**src/rtl/modrm_decode.sv**
```systemverilog
// x86 ModR/M decoder: pops ModR/M and displacement bytes from the prefetch FIFO and computes the 16-bit EA.
// The ModR/M reg field is exposed as reg_field because "reg" is a reserved word.
module modrm_decode (
  input  logic        clk,
  input  logic        reset,
  input  logic        start,
  input  logic        clear,
  input  logic [7:0]  fifo_rd_data,
  input  logic        fifo_empty,
  output logic        fifo_rd_en,
  input  logic [15:0] si,
  input  logic [15:0] di,
  input  logic [15:0] bp,
  input  logic [15:0] bx,
  output logic [2:0]  reg_field,
  output logic [2:0]  rm_regnum,
  output logic        rm_is_reg,
  output logic [15:0] effective_address,
  output logic        bp_as_base,
  output logic        busy,
  output logic        complete
);

  typedef enum logic [2:0] {
    IDLE,
    READ_MODRM,
    DISP_LO,
    DISP_HI,
    CALC
  } state_t;

  state_t      state;
  state_t      state_next;
  logic [1:0]  mod_q;
  logic [15:0] disp;
  logic [1:0]  byte_mod;
  logic [2:0]  byte_rm;
  logic [15:0] disp_eff;
  logic [15:0] base;
  logic [15:0] ea_next;
  logic        bp_next;

  assign byte_mod  = fifo_rd_data[7:6];
  assign byte_rm   = fifo_rd_data[2:0];
  assign busy      = (state != IDLE);
  assign rm_is_reg = (mod_q == 2'b11);

  // NOTE: every output of a combinational block gets a default first, so no path leaves it unassigned and no latch is inferred.
  always_comb begin
    state_next = state;
    fifo_rd_en = 1'b0;
    case (state)
      IDLE: begin
        if (start) state_next = READ_MODRM;
      end
      READ_MODRM: begin
        if (!fifo_empty) begin
          fifo_rd_en = 1'b1;
          if (byte_mod == 2'b11 || (byte_mod == 2'b00 && byte_rm != 3'b110))
            state_next = CALC;
          else
            state_next = DISP_LO;
        end
      end
      DISP_LO: begin
        if (!fifo_empty) begin
          fifo_rd_en = 1'b1;
          state_next = (mod_q == 2'b01) ? CALC : DISP_HI;
        end
      end
      DISP_HI: begin
        if (!fifo_empty) begin
          fifo_rd_en = 1'b1;
          state_next = CALC;
        end
      end
      CALC:    state_next = IDLE;
      default: state_next = IDLE;
    endcase
    // A flush overrides everything, including a start seen in IDLE.
    if (clear) begin
      state_next = IDLE;
      fifo_rd_en = 1'b0;
    end
  end

  // The displacement register may hold a stale value from an earlier decode; mod=00 without direct addressing ignores it.
  always_comb begin
    disp_eff = (mod_q == 2'b00 && rm_regnum != 3'b110) ? 16'h0000 : disp;
    base     = 16'h0000;
    bp_next  = 1'b0;
    case (rm_regnum)
      3'b000: base = bx + si;
      3'b001: base = bx + di;
      3'b010: begin base = bp + si; bp_next = 1'b1; end
      3'b011: begin base = bp + di; bp_next = 1'b1; end
      3'b100: base = si;
      3'b101: base = di;
      3'b110: begin
        if (mod_q != 2'b00) begin
          base    = bp;
          bp_next = 1'b1;
        end
      end
      default: base = bx;
    endcase
    ea_next = base + disp_eff;
    if (mod_q == 2'b11) begin
      ea_next = 16'h0000;
      bp_next = 1'b0;
    end
  end

  // NOTE: sequential state uses non-blocking assignments so every register samples pre-edge values regardless of block order.
  always_ff @(posedge clk or posedge reset) begin
    if (reset) begin
      state             <= IDLE;
      mod_q             <= 2'b00;
      reg_field         <= 3'b000;
      rm_regnum         <= 3'b000;
      disp              <= 16'h0000;
      effective_address <= 16'h0000;
      bp_as_base        <= 1'b0;
      complete          <= 1'b0;
    end else begin
      state    <= state_next;
      complete <= (state == CALC) && !clear;
      if (fifo_rd_en) begin
        case (state)
          READ_MODRM: begin
            mod_q     <= byte_mod;
            reg_field <= fifo_rd_data[5:3];
            rm_regnum <= byte_rm;
          end
          // Sign extension here is correct for disp8; disp16 overwrites the high byte next.
          DISP_LO: disp    <= {{8{fifo_rd_data[7]}}, fifo_rd_data};
          DISP_HI: disp[15:8] <= fifo_rd_data;
          default: ;
        endcase
      end
      if (state == CALC && !clear) begin
        effective_address <= ea_next;
        bp_as_base        <= bp_next;
      end
    end
  end

endmodule

```
**config.mk**
```make
export PLATFORM = sky130hd
export DESIGN_NAME = modrm_decode
export DESIGN_NICKNAME = d
export VERILOG_FILES = /design/src/rtl/modrm_decode.sv
export SDC_FILE = /design/constraint.sdc
export NUM_CORES = 1
export LEC_CHECK = 0
export CAP_MARGIN = 40
export CORE_MARGIN = 2
export CORE_UTILIZATION = 40
export CTS_CLUSTER_DIAMETER = 80
export DETAILED_ROUTE_END_ITERATION = 7
export GPL_TIMING_DRIVEN = 0
export PLACE_DENSITY = 0.67
export SLEW_MARGIN = 30
export SYNTH_ARGS = -nofsm -noshare
export SYNTH_HDL_FRONTEND = slang
export SYNTH_SLANG_ARGS = --single-unit
```
**constraint.sdc**
```tcl
create_clock -name clk -period 6.7 [get_ports clk]
set_clock_uncertainty 0.1 [all_clocks]
set_input_delay 1.34 -clock clk [delete_from_list [all_inputs] [get_ports clk]]
set_output_delay 1.34 -clock clk [all_outputs]
set_load 0.01 [all_outputs]
```
# == Yosys cells after proc, flatten, opt, wreduce, memory -nomap -nowiden ==
# Cells that the tools add are included.
# totals
latchBits,0
rom_bits,0
ff_bits,45
ram_bits,0
n_memories,0
# op_classes
order_cmp,0
add_sub_neg,5
n_shift,0
div_mod_pow,0
n_eq_ne,19
bitwise_logic,0
multipliers,0
n_reduce_logical,18
n_mux,19
# ops
operator,count
$pmux W16 S7,1
$add A16 B16 Y16,5
$mux W16,3
$mux W3,7
$ne A3 B3 Y1 const B,6
$pmux W8 S2,1
$eq A3 B2 Y1 const B,4
$eq A3 B3 Y1 const B,4
$pmux W3 S4,1
$eq A3 B1 Y1 const B,2
$logic_not A3 Y1,2
$reduce_and A2 Y1,3
$mux W1,5
$eq A2 B2 Y1 const B,2
$logic_not A2 Y1,2
$reduce_and A4 Y1,1
$reduce_bool A2 Y1,2
$logic_and A1 B1 Y1,3
$reduce_bool A3 Y1,1
$reduce_or A3 Y1,1
$eq A2 B1 Y1 const B,1
$pmux W1 S2,1
$reduce_or A2 Y1,1
$logic_not A1 Y1,1
$logic_or A1 B1 Y1,1

# == Logic depth before layout (Yosys ltp) ==
# depth
ltp_word,7
ltp_mapped,27
depth_no_buf,24

# == Worst setup path before layout ==
# OpenSTA, ideal clock, no wires.
# synth_timing
path_kind,input to register
start,in bx[0]
end,reg effective_address[15]
n_path_buf,0
slack_ps,1408
arrival_time_ps,5071
cell_stages,21
cell_sequence,mux2_2 > ha_1 > inv_1 > fa_1 > nand3b_1 > a21boi_0 > o21ai_0 > nor2b_1 > xnor2_1 > a222oi_1 > a21oi_1 > ha_1 > a2111oi_0 > o21ai_1 > a41oi_2 > o211ai_1 > a21o_1 > a21oi_1 > xnor2_1 > xnor2_1 > a22o_1
# synth_via
elab_chain_len,4
elab_cells_between_ends,5
classes_between,3 x add/sub; 2 x mux
# synth_rtl
element,line_no,source
start: declaration,14,"input logic [15:0] bx,"
$add A16 B16 Y16 (on tied branches),"94, 93",
$pmux W16 S7 *,92,case (rm_regnum)
$add A16 B16 Y16 *,107,ea_next = base + disp_eff;
$mux W16 *,108,if (mod_q == 2'b11) begin
end signal: assignment,142,effective_address <= ea_next;
end: declaration,18,"output logic [15:0] effective_address,"
# Every way passes the cells marked *; elsewhere a longest branch is shown, timed or not.
# A chain may end at the register's enable or synchronous reset.

# == Worst setup path after layout ==
# layout_timing
start,in bp[0]
end,reg effective_address[15]
# layout_via
elab_chain_len,4
elab_cells_between_ends,6
classes_between,3 x add/sub; 3 x mux
# layout_rtl
element,line_no,source
start: declaration,13,"input logic [15:0] bp,"
"$add A16 B16 Y16, or another cell as far along",96,3'b011: begin base = bp + di; bp_next = 1'b1; end
$pmux W16 S7 *,92,
$add A16 B16 Y16 *,107,
$mux W16 *,108,
# Marked as above.

==> results.py <==
metrics = {
    "yosys": {
        "synth_edf_count": 0,
        "synth-seq-area-share_pct": 22.3,
        "syn_area_um2": 5060,
        "synthFlopType": "dfrtp_1",
        "yosys-top-cells-area": "dfrtp_1 (22%), ha_1 (12%), mux2_2 (11%)",
        "synthCells": 604,
        "syn-num-nets": 732,
        "ys_ff_latch": 45,
        "yosys.area.top_type": "dfrtp_1",
        "syn_avg_cell_area_um2": 8.37,
        "synth_cell_types": 60,
        "synth_top_area_share_pct": 22.3,
        "ys_warn_count": 0,
        "synthArstFlopShare_pct": 100,
    },
    "final_layout": {
        "final_nets": 843,
        "final_common_cell": "clkdlybuf4s50_1",
        "diodes": 0,
        "layout-drive-gt1-share_pct": 10.9,
        "finalNonFillerCells": 888,
        "utilization_pct": 52.2,
        "layout_common_cells": "clkdlybuf4s50_1 (103), a21oi_1 (56), nand2_1 (48), mux2_2 (48), ha_1 (48)",
        "area_growth_syn_to_layout_pct": 28.6,
    },
    "flow_run": {
        "drv_cap": 0,
    },
    "sta": {
        "drv_slew": 0,
        "fin_crit_sh_pct": 92.1,
        "hold_viol_final": 0,
        "rsz0062_at_grt": "no",
        "fin_hold_ws_ns": 0.372,
        "fmax_mhz": 162,
        "max_slew.worst_pin.slew_ns": 0.773,
        "finalSetupViolCount": 0,
        "min_period_ns": 6.17,
        "fin_tns_setup_ns": 0,
        "slew_headroom_pct": 48.5,
    },
    "setup_path": {
        "worstSetupEndpointType": "flop",
        "arrival_ns": 6.24,
        "cp-start-kind": "primary input",
        "r2r_slack_ns": 0.65,
        "cp_max_fo": 5,
        "required_ns": 6.77,
        "rr_worst_depth": 26,
        "r2r-end": "effective_address[15]",
        "rr_startpoint": "rm_regnum[2]",
        "critPathKind": "in2reg",
        "crit_start": "bp[0]",
    },
    "hold_path": {
        "min_from": "bp_as_base",
        "hp-class": "reg2reg",
        "hold-path-endpoint": "bp_as_base",
        "hold_depth": 2,
    },
    "grt": {
        "overflow": 0,
        "grt_pass1_vias": 4836,
        "grt_pass1_wl_um": 25500,
        "grt_max_degree": 29,
        "antenna_found_initial": 0,
        "grt_usage_pct": 24.0,
    },
    "die": {
        "fp.dieArea_um2": 13600,
        "rows": 41,
        "fp.dieH_um": 116,
        "core_um2": 12500,
        "ios": 104,
        "initial_core_util_pct": 40.6,
        "die_w_um": 116,
    },
    "pwr": {
        "power.leakage_nw": 2.80,
        "ir_drop_mv": 0.191,
        "power.density_nw_per_um2": 324,
    },
    "drt": {
        "ant_nets": 0,
        "drt_first_iter_violations": 464,
        "drc": 0,
        "dr.pass1.iters": 5,
        "avgViaCountPerCell": 5.63,
        "post_drt_wl_per_cell_um": 17.9,
        "drt_wl_total_um": 15900,
        "vias": 5002,
    },
    "clocking": {
        "numCtsBuffers": 5,
        "hold_buffers": 0,
        "cts.sinks": 45,
        "h-tree-depth": 2,
        "root_buffer": "clkbuf_16",
        "clk_pin_slew_worst_paths_ns": 0.06,
        "insertion_delay_ns": 0.28,
        "cts_buffer_depth": 2,
        "cts_tree": "done",
    },
    "status": {
        "status": "finished, final reports clean",
    },
    "placed_design": {
        "hpwl_um": 12700,
        "dp_cells": 881,
        "place.port_buffers": 103,
        "place.gp.congestion": 0.897,
    },
}
-- stage by stage --
| stage | total power [mW] | setup slack [ns] | instance area [um^2] |
|---|---|---|---|
| after CTS | 2.11 | 0.164 | 6510 |
| after floorplan | 1.35 | 1.41 | 5060 |
| after detailed placement | 1.81 | 0.205 | 6330 |
| after global routing | 2.27 | 0.135 | 6500 |
| after global placement | 1.78 | 0.312 | 6300 |
| final | 2.11 | 0.530 | 6500 |
-- repair_timing --
action                                  CTS  global route
buffers inserted                          0             0
resized for setup                         0             0
endpoints found under the setup margin    0             2
-- report_power, final --
group          switching (mW)  leakage, nW  internal, mW  total (mW)
Combinational           0.777         2.12         0.641        1.42
Sequential             0.0558        0.592         0.351       0.406
Clock                  0.0993       0.0841         0.186       0.286
Total                   0.932         2.80          1.18        2.11
-- cells in the mapped netlist (all sizes together), types with 9 or more instances --
cell / count
nor3: 12
a21o: 10
mux2: 48
xnor2: 20
nand2: 49
a21oi: 57
o21ai: 31
ha: 48
dfrtp: 45
inv: 26
nor2: 42
nand3: 10
and2: 19
clkbuf: 21
o22a: 9
nor2b: 26
buf: 9
xor2: 12
a222oi: 9
a22o: 10
-- critical path, cell delays in order --
cell and delay, ns:
clkdlybuf4s50_1 0.51, mux2_2 0.16, ha_1 0.20, inv_1 0.07, fa_1 0.43, nand3b_1 0.20, a21boi_0 0.17, o21ai_0 0.13
nor2b_1 0.16, xnor2_1 0.13, a222oi_1 0.30, a21oi_1 0.18, ha_1 0.37, a2111oi_0 0.36, o21ai_1 0.19, a41oi_2 0.36
o211ai_1 0.16, a21o_1 0.18, a21oi_1 0.18, xnor2_1 0.15, xnor2_1 0.10, a22o_1 0.20
-- worst max-delay path by stage --
stage,slack (ns),depth (start not counted),endpoint
5_1_grt,0.13,25,effective_address[15]
6_report,0.53,22,effective_address[15]
3_3_place_gp,0.31,27,effective_address[15]
4_1_cts,0.16,27,effective_address[15]
3_5_place_dp,0.21,27,effective_address[15]
2_1_floorplan,1.41,21,effective_address[15]
-- flip-flops by register name, summed over array words and instances, names as in the netlist --
signal and flops:
complete 1, bp_as_base 1, reg_field 3, effective_address 16
state 3, mod_q 2, rm_regnum 3, disp 16
-- area by class of cell --
cell class | count | area, um^2
buffer | 29 | 119
clock buffer | 7 | 143
clock inverter | 1 | 30.0
fill | 1178 | 5960
inverter | 26 | 97.6
multi-input combinational | 503 | 3710
sequential | 45 | 1130
tap | 172 | 215
timing repair buffer | 105 | 1060
-- logic make-up after synthesis --
group	count (synthesis)	share of synthesized area, %
xor+xnor	32	5.54
fa+ha+maj	51	13.1
compound gates	185	25.0
mux	54	11.9
simple gates	181	17.9
flops	45	22.3
buf+inv	56	4.36
-- routing by layer --
layer | up-vias | GRT usage (%) | wire length, um
met2 | 163 | 39.4 | 7340
met1 | 2365 | 34.2 | 7360
met4 | 0 | 5.00 | 267
met5 | - | 0 | 0
li1 | 2453 | - | -
met3 | 21 | 2.91 | 946
Note: power is estimated with default switching activity, not from simulation.
